**src/rtl/clk_meas_pkg.sv**
```systemverilog
// clk_meas_pkg: shared state encoding and default sizing for the clock period meter
package clk_meas_pkg;
  typedef enum logic [1:0] {IDLE, MEAS_HIGH, MEAS_LOW} state_t;
  localparam int DEF_CNT_W = 32;
  localparam int DEF_SYNC_STAGES = 2;
  localparam int unsigned DEF_TIMEOUT = 1000000;
  localparam logic [DEF_CNT_W-1:0] CNT_SAT = '1;
endpackage

```
**src/rtl/sync_edge_det.sv**
```systemverilog
// sync_edge_det: multi-flop synchronizer with one history flop for rise/fall detection
module sync_edge_det #(
  parameter int STAGES = 2
) (
  input  logic clk,
  input  logic rst,
  input  logic d,
  output logic rise,
  output logic fall
);
  logic [STAGES-1:0] sync;
  logic s_d;
  always_ff @(posedge clk) begin
    if (rst) begin
      sync <= '0;
      s_d <= 1'b0;
    end else begin
      sync <= {sync[STAGES-2:0], d};
      s_d <= sync[STAGES-1];
    end
  end
  assign rise = sync[STAGES-1] & ~s_d;
  assign fall = ~sync[STAGES-1] & s_d;
endmodule

```
**src/rtl/clk_period_meter.sv**
```systemverilog
// clk_period_meter: measures period and high time of an async signal in clk_in cycles
module clk_period_meter
  import clk_meas_pkg::*;
#(
  parameter int CNT_W = DEF_CNT_W,
  parameter int SYNC_STAGES = DEF_SYNC_STAGES,
  parameter int unsigned TIMEOUT = DEF_TIMEOUT
) (
  input  logic             clk_in,
  input  logic             rst,
  input  logic             sig_in,
  output logic             meas_valid,
  output logic [CNT_W-1:0] period,
  output logic [CNT_W-1:0] high_time,
  output logic             locked,
  output logic             timeout
);
  localparam logic [CNT_W-1:0] SAT = '1;
  localparam logic [CNT_W-1:0] TO_CNT = CNT_W'(TIMEOUT);
  logic rise, fall;
  logic [CNT_W-1:0] cnt, hi_latch;
  state_t state;
  sync_edge_det #(.STAGES(SYNC_STAGES)) u_sync (
    .clk(clk_in),
    .rst(rst),
    .d(sig_in),
    .rise(rise),
    .fall(fall)
  );
  // a rise always restarts the count, so it wins over a coincident timeout
  always_ff @(posedge clk_in) begin
    if (rst) begin
      cnt <= '0;
      hi_latch <= '0;
      state <= IDLE;
      meas_valid <= 1'b0;
      period <= '0;
      high_time <= '0;
      locked <= 1'b0;
      timeout <= 1'b0;
    end else begin
      cnt <= rise ? CNT_W'(1) : (cnt == SAT ? cnt : cnt + CNT_W'(1));
      meas_valid <= 1'b0;
      if (rise) begin
        state <= MEAS_HIGH;
        if (state == MEAS_LOW) begin
          period <= cnt;
          high_time <= hi_latch;
          meas_valid <= 1'b1;
          locked <= 1'b1;
          timeout <= 1'b0;
        end
      end else if (cnt == TO_CNT) begin
        timeout <= 1'b1;
        locked <= 1'b0;
        state <= IDLE;
        hi_latch <= '0;
      end else if (fall && state == MEAS_HIGH) begin
        hi_latch <= cnt;
        state <= MEAS_LOW;
      end
    end
  end
endmodule

```
**config.mk**
```make
export PLATFORM = sky130hd
export DESIGN_NAME = clk_period_meter
export DESIGN_NICKNAME = d
export VERILOG_FILES = /design/src/rtl/clk_meas_pkg.sv /design/src/rtl/sync_edge_det.sv /design/src/rtl/clk_period_meter.sv
export SDC_FILE = /design/constraint.sdc
export NUM_CORES = 1
export LEC_CHECK = 0
export CAP_MARGIN = 20
export CORE_ASPECT_RATIO = 0.9
export CORE_UTILIZATION = 30
export CTS_CLUSTER_DIAMETER = 200
export DETAILED_ROUTE_END_ITERATION = 6
export GPL_ROUTABILITY_DRIVEN = 0
export PLACE_DENSITY = 0.54
export SLEW_MARGIN = 40
export SYNTH_ARGS = -nofsm -noshare
export SYNTH_HDL_FRONTEND = slang
export SYNTH_SLANG_ARGS = --single-unit
```
**constraint.sdc**
```tcl
create_clock -name clk_in -period 2.4 [get_ports clk_in]
set_input_delay 0.24 -clock clk_in [delete_from_list [all_inputs] [get_ports clk_in]]
set_output_delay 0.24 -clock clk_in [all_outputs]
set_load 0.02 [all_outputs]
```
* Word-level counts from Yosys, hierarchy flattened
Index checks and enable logic that the tools add are counted.
Word-level totals: register bits after elaboration 136, output and inout bits 67, bits of input ports 3, word-level logic and storage cells 48
Operators by class: reductions and logical operators 10, mux-type cells 14, bitwise logic cells 5, add/subtract/negate cells 1, equality and inequality tests 6
Operators by type and width (count):
- $mux W32 | 2
- $add A32 B1 Y32 const B | 1
- $eq A32 B20 Y1 const B | 1
- $eq A32 B32 Y1 const B | 1
- $mux W1 | 12
- $reduce_and A2 Y1 | 3
- $reduce_bool A2 Y1 | 2
- $reduce_or A2 Y1 | 2
- $not A1 Y1 | 3
- $reduce_bool A3 Y1 | 1
- $reduce_or A3 Y1 | 1
- $and A1 B1 Y1 | 2
- $eq A2 B1 Y1 const B | 1
- $eq A2 B2 Y1 const B | 1
- $ne A2 B1 Y1 const B | 1
- $ne A2 B2 Y1 const B | 1
- $logic_and A1 B1 Y1 | 1

* Logic depth before layout (Yosys ltp)
Gate-level depths: netlist of run 1.
depth in word-level cells 6, mapped depth 8, gate-level depth less buffers 7

* Modules after synthesis
A second synthesis of run 1 with hierarchy kept.
Unflattened totals: cells, all modules 632, area total of the unflattened synthesis 5380.2 µm²
By module, submodules not included:
- clk_period_meter | instances 1, cells an instance 624, sequential area each 2662.6 µm², area each 5288.8 µm²
- sync_edge_det | instances 1, cells an instance 8, sequential area each 60.1 µm², area each 91.3 µm²

* Worst setup path before layout of run 1
OpenSTA, ideal clock, no wires.
path type register -> register, start point register cnt[21], end point register cnt[0], setup slack 465 ps, clock period less this slack 1935 ps, stages on the path, launching flop included 8, arrival time 1803 ps, data required time 2268 ps, path buffers 2, library setup time 132 ps, cells stage by stage dfxtp_1 clkbuf_1 nand4_1 nor4_4 buf_4 nand2_1 xnor2_1 a21oi_1
Between the ends: word-level cells in the longest chain between the ends 2
Ends and longest elaborated chain:
- start: declaration | line clk_period_meter.sv:21 | logic [CNT_W-1:0] cnt, hi_latch;
- start signal: assignment | line clk_period_meter.sv:42 | cnt <= rise ? CNT_W'(1) : (cnt == SAT ? cnt : cnt + CNT_W'(1));
- $eq A32 B32 Y1 | line clk_period_meter.sv:42
- $ne A2 B2 Y1 (no source line)
No other way between the ends. A chain may end at the register's enable or synchronous reset.

* Worst setup path in the final report of run 1
start point register cnt[5], end point register cnt[25]
Between the ends: word-level cells in the longest chain between the ends 1, elaborated cells between the ends (all ways) 2, classes of those cells 1 x add/sub; 1 x eq/ne
Ends and longest elaborated chain (line):
- $add A32 B1 Y32 or $eq A32 B32 Y1 (tied branches) | clk_period_meter.sv:42
Parallel ways exist; a longest one is shown, timed or not.

==> results of run 1 <==
## synthesized netlist by cell type (all sizes together) (4+ instances only)
master   number
nand2       172
dfxtp       136
a21oi        79
nor2         35
clkbuf       34
a22o         23
buf          21
xnor2        21
inv          10
nand3        10
nand4        10
nor3          9
nor4          9
a2111oi       8
a211oi        8
o21ai         7
a31oi         5
and4          5
and2          4
nor2b         4
## cell usage in the layout, fill, tap and decap left out, types with 3 or more instances in the layout
| cell | synthesis | final |
|---|---|---|
| clkinvlp_4 | 0 | 3 |
| a22o_1 | 23 | 23 |
| nor4_1 | 4 | 4 |
| dfxtp_1 | 136 | 136 |
| a2111oi_0 | 3 | 3 |
| clkbuf_16 | 0 | 17 |
| o21ai_0 | 7 | 7 |
| nand2_1 | 172 | 172 |
| inv_1 | 10 | 10 |
| a211oi_1 | 8 | 8 |
| nor4_2 | 4 | 4 |
| xnor2_1 | 21 | 21 |
| nand3_1 | 10 | 10 |
| clkdlybuf4s50_1 | 0 | 68 |
| a2111oi_2 | 4 | 4 |
| nand4_1 | 7 | 7 |
| nor2b_1 | 4 | 4 |
| nor3_1 | 9 | 8 |
| clkbuf_8 | 0 | 4 |
| and4_1 | 5 | 5 |
| a31oi_1 | 4 | 4 |
| nor2_1 | 35 | 35 |
| and2_1 | 4 | 4 |
| a21oi_1 | 79 | 79 |
| bufinv_16 | 0 | 5 |
| buf_4 | 3 | 31 |
| nand4_2 | 3 | 3 |
## metal layers
metal / vias to the layer above / track usage (%)
met5: - / 0
met4: 0 / 7.02
met3: 19 / 3.42
met2: 106 / 24.1
met1: 2199 / 22.3
li1: 2283 / -
## final cells by class
type | count | share of cell area (%)
Multi-Input combinational cell | 430 | 33.7
Sequential cell | 136 | 38.7
Tap cell | 240 | 4.27
Inverter | 10 | 0.533
Timing Repair Buffer | 101 | 13.3
Clock buffer | 21 | 6.82
Clock inverter | 11 | 2.72
## stage by stage
stage	cells	power (mW)	utilization (%)	hold slack [ps]	setup WS [ps]
after floorplan	631	2.38	-	368	465
after detailed placement	917	2.42	36.3	447	223
after CTS	949	5.36	40.1	46.3	203
after global placement	917	2.41	36.3	446	241
final	949	5.31	40.1	45.5	209
after global routing	949	5.47	40.1	60.8	20.8
## power groups by stage
stage	registers [mW]	clock network (mW)	logic, mW
global placement	2.32	0	0.0894
floorplan	2.32	0	0.0626
finish	2.28	2.95	0.0908
CTS	2.27	3.00	0.0917
detailed placement	2.32	0	0.0913
global route	2.28	3.10	0.0999
## worst max-delay path, stage by stage, from the launching register on
cell	delay, ps
dfxtp_1	450
nand4_2	190
or4_1	800
a2111oi_2	470
o21ai_0	150
## sequential cells by signal, summed over array words and instances (netlist names)
register     count
cnt             32
period          32
meas_valid       1
u_sync.s_d       1
locked           1
state            2
timeout          1
high_time       32
u_sync.sync      2
hi_latch        32
## worst paths after layout
kind,to,slack (ps),cells past startpoint
setup / recovery,cnt[25],210,4
hold / removal,cnt[0],50,2
setup reg to reg,cnt[25],210,4
hold reg to reg,high_time[20],450,2
## kinds of logic after synthesis
logic type               synth area share, %
AND/OR/NAND/NOR                         23.1
AO/OA/AOI/OAI                           17.0
flip-flops                              50.7
buffers and inverters                   5.36
XOR/XNOR                                3.43
adder cells (fa/ha/maj)                0.466
==> results.yml, run 1 <==
critical_path:
  cp_data_required_time_ps: 2690
  crit_start: "cnt[5]"
  arrival_ps: 2490
  worstPathMaxFanout: 9
  path_class: "reg -> reg"
  crit_path_start_kind: "flop"
  timing.rr.start: "cnt[5]"
  endpoint_kind: "flop"
timing:
  fmax_ghz: 0.456
  setup_violations: 0
  post-route-period-util_pct: 91.3
  layout_min_cycle_time_ps: 2190
  tightest_slew_ps: 714
  rsz0062_at_grt: "no"
  skew_ps: 6.25
  hold_viol: 0
  drv_slew: 0
  finalSetupTns_ps: 0
  relSlewSlack_pct: 52.2
routing:
  routed_wl_um: 14100
  drc_errors: 0
  maxUsedRoutingLayer: "met4"
  wl_met2_um: 6150
  wl_met3_um: 575
  met1_length_um: 7130
  via_count: 4607
  first_pass_iters: 5
  post_drt_wl_per_cell_um: 14.8
  antenna_left: 0
  drt_iter0_drc: 273
  via_per_inst: 4.85
clocking:
  cts_tree: "done"
  cts.sinks: 136
  htree_levels: 4
  cts_resized: 0
  cts_root_buf: "clkbuf_16"
  cts_setup_buffers: 0
  cts_buffers: 17
  path_clk_slew_ps: 60
  insertion_delay_ps: 420
  cts.path.max_buffers: 2
  cts.hold.buffers_added: 0
synthesis:
  synth.top_cells.by_area: "dfxtp_1 (51%), nand2_1 (12%), a21oi_1 (7.4%), a22o_1 (3.8%), xnor2_1 (3.4%)"
  syn_area_um2: 5370
  synth_seq_cells: 136
  ys_types: 46
  post_synth.cell_area_avg_um2: 8.51
  synthesis.nets: 636
  ys_warn_count: 0
  synthFlopType: "dfxtp_1"
  synthArstFlopShare_pct: 0
  synth_edf_count: 0
  synth_seq_area_share_pct: 50.7
  synth_top_area_share_pct: 50.7
  yosysTopAreaCell: "dfxtp_1"
  synth_cells: 631
global_routing:
  track_usage_pct: 16.1
  globalRoute.totalOverflow: 0
  antenna_found_initial: 0
  grt_max_degree: 49
  first_global_vias: 4393
  grt_pass1_wl_um: 22900
power_and_ir_drop:
  p_comb_share_pct: 1.7
  internal_power_mw: 4.24
  power_density_nw_per_um2: 754
  p_leak_nw: 2.34
  p_switching_mw: 1.07
  clkPwrFrac_pct: 55.5
  p_seq_share_pct: 42.8
  switching_share_pct: 20.1
  irDropWorstVdd_uv: 451
min_path:
  hp-class: "in -> reg"
  hold_path_startpoint: "rst"
layout:
  final_area_um2: 7040
  nNetsFinal: 701
  diodes: 0
  syn_to_final_growth_pct: 31.1
  multi_input_area_um2: 2370
  n_fill_cell: 1751
  regArea_um2: 2720
  layout-drive-gt1-share_pct: 11.8
floorplan:
  core_um2: 17600
  initial_utilization_pct: 30.6
  die-area_um2: 18400
  die_y_um: 129
  ios: 70
  die_w_um: 143
  rows: 46
place:
  port_buffers: 69
  dpl-instance-area_um2: 6370
  detailed_place_hpwl_um: 9710
flow_run:
  maxCapViolCount: 0
outcome:
  run_status: "completed"
No activity file was read; power rests on OpenSTA's default activity.
==> run 2, diff against run 1 <==
CORE_MARGIN = 1   (was not set)
SKIP_LAST_GASP = 1   (was not set)
TNS_END_PERCENT = 30   (was not set)
==> results of run 2 <==
No change in the layout: final DEF, timing and power equal those of run 1.
==> run 3, diff against run 2 <==
PLACE_DENSITY = 0.55   (was 0.54)
clock period = 1.9 ns   (was 2.4 ns; I/O delays follow)
==> results.yml, run 3 (synthesis results as in run 1) <==
timing:
  tightest_slew_ps: 649
  hold_viol: 0
  drv_slew: 0
  fmax_ghz: 0.522
  fin_ws_ps: -14.4
  post-route-period-util_pct: 101
  layout_min_cycle_time_ps: 1910
  setup_violations: 12
  skew_ps: 8.91
  holdWs_ps: 28.2
  relSlewSlack_pct: 56.2
  rsz0062_at_grt: "yes"
global_routing:
  grt_max_degree: 71
  first_global_vias: 4541
  track_usage_pct: 16.3
  antenna_found_initial: 0
  grt_pass1_wl_um: 23100
  globalRoute.totalOverflow: 0
flow_run:
  maxCapViolCount: 0
layout:
  final_area_um2: 7510
  layout_commonest_cell: "nand2_1"
  multi_input_area_um2: 2490
  layout-drive-gt1-share_pct: 20.3
  fin_cells: 999
  regArea_um2: 2740
  post-route-util_pct: 42.8
  diodes: 0
  syn_to_final_growth_pct: 39.8
  nNetsFinal: 751
  mostFrequentLayoutCells: "nand2_1 (172), dfxtp_1 (126), a21oi_1 (79)"
  n_fill_cell: 1707
critical_path:
  cp_data_required_time_ps: 2220
  path_class: "reg -> reg"
  worstPathMaxFanout: 6
  endpoint_kind: "flop"
  crit_path_start_kind: "flop"
  arrival_ps: 2230
place:
  dpl-instance-area_um2: 6710
  detailed_place_hpwl_um: 9850
  dpl.cell_count: 956
  port_buffers: 69
outcome:
  violations: "negative setup slack"
  run_status: "finished, violations left"
clocking:
  htree_levels: 4
  insertion_delay_ps: 430
  cts.hold.buffers_added: 0
  cts.path.max_buffers: 2
  cts_tree: "done"
  path_clk_slew_ps: 60
  cts_root_buf: "clkbuf_16"
  cts_buffers: 17
  cts.sinks: 136
floorplan:
  die_w_um: 143
  core_um2: 17600
  die_y_um: 129
  rows: 46
  ios: 70
  die-area_um2: 18400
  initial_utilization_pct: 30.6
routing:
  routed_wl_um: 14600
  post_drt_wl_per_cell_um: 14.6
  drt_iter0_drc: 340
  via_count: 4839
  via_per_inst: 4.84
  drc_errors: 0
  first_pass_iters: 4
  antenna_left: 0
power_and_ir_drop:
  irDropWorstVdd_uv: 654
  p_leak_nw: 2.58
  finalPower_mw: 6.03
  power_density_nw_per_um2: 803
min_path:
  hp-class: "in -> reg"
[run 3: cell count changes in the layout (fill, tap and decap cells not counted), moves of 3 or more]
| cell | previous run | this run |
|---|---|---|
| dfxtp_1 | 136 | 126 |
| clkbuf_8 | 4 | 1 |
| buf_6 | 0 | 5 |
| buf_4 | 31 | 71 |
| clkinvlp_4 | 3 | 7 |
| buf_12 | 1 | 4 |
| bufinv_16 | 5 | 0 |
| a2111oi_2 | 4 | 1 |
| a2111oi_4 | 1 | 4 |
| dfxtp_2 | 0 | 9 |
[run 3: report_power, final]
group	total (mW)	switching (mW)	internal (mW)
registers	2.87	0.0110	2.86
clock network	2.99	1.29	1.70
logic	0.167	0.0994	0.0672
total	6.03	1.40	4.63
[run 3: cell type report]
| cell class | instances | area share, % |
|---|---|---|
| clock buffer | 18 | 5.85 |
| timing repair buffer | 151 | 18.7 |
| tap | 240 | 4.00 |
| clock inverter | 14 | 1.32 |
| inverter | 10 | 0.500 |
| sequential | 136 | 36.5 |
| multi-input combinational | 430 | 33.2 |
[run 3: final timing paths]
kind / slack (ps) / cells after the start / startpoint / end
worst max-delay path: -10 / 7 / cnt[14] / hi_latch[31]
worst min-delay path: 30 / 2 / rst / cnt[0]
worst max register to register: -10 / 7 / cnt[14] / hi_latch[31]
worst min register to register: 450 / 2 / high_time[23] / high_time[23]
[run 3: repair_timing]
item / 4_1_cts / 5_1_grt
endpoints found under the setup margin: 19 / 51
pin swaps: 0 / 8
buffers inserted: 0 / 8
gates cloned: 0 / 3
resized for setup: 9 / 25
[run 3: through the flow]
| step | setup WS (ps) | setup TNS [ps] |
|---|---|---|
| 4_1_cts | -22.7 | -33.7 |
| 5_1_grt | -101 | -2790 |
| 2_1_floorplan | 3.87 | 0 |
| 3_3_place_gp | -33.5 | -46.9 |
| 6_report | -14.4 | -80.3 |
| 3_5_place_dp | -44.2 | -219 |
[run 3: per-layer routing]
| layer | wire length [µm] | share of wire (%) | global-route usage, % |
|---|---|---|---|
| met1 | 7230 | 50 | 22.4 |
| met5 | 0 | 0 | 0 |
| met4 | 297 | 2.0 | 7.84 |
| met3 | 771 | 5.3 | 4.21 |
| met2 | 6260 | 43 | 23.8 |
[run 3: critical path: stages, from the launching register on]
cell and delay (ps):
dfxtp_2 330, buf_6 110, nor4bb_4 260, nand3b_1 180, o41ai_4 410, nor2_4 120, clkbuf_16 210, a22o_1 170
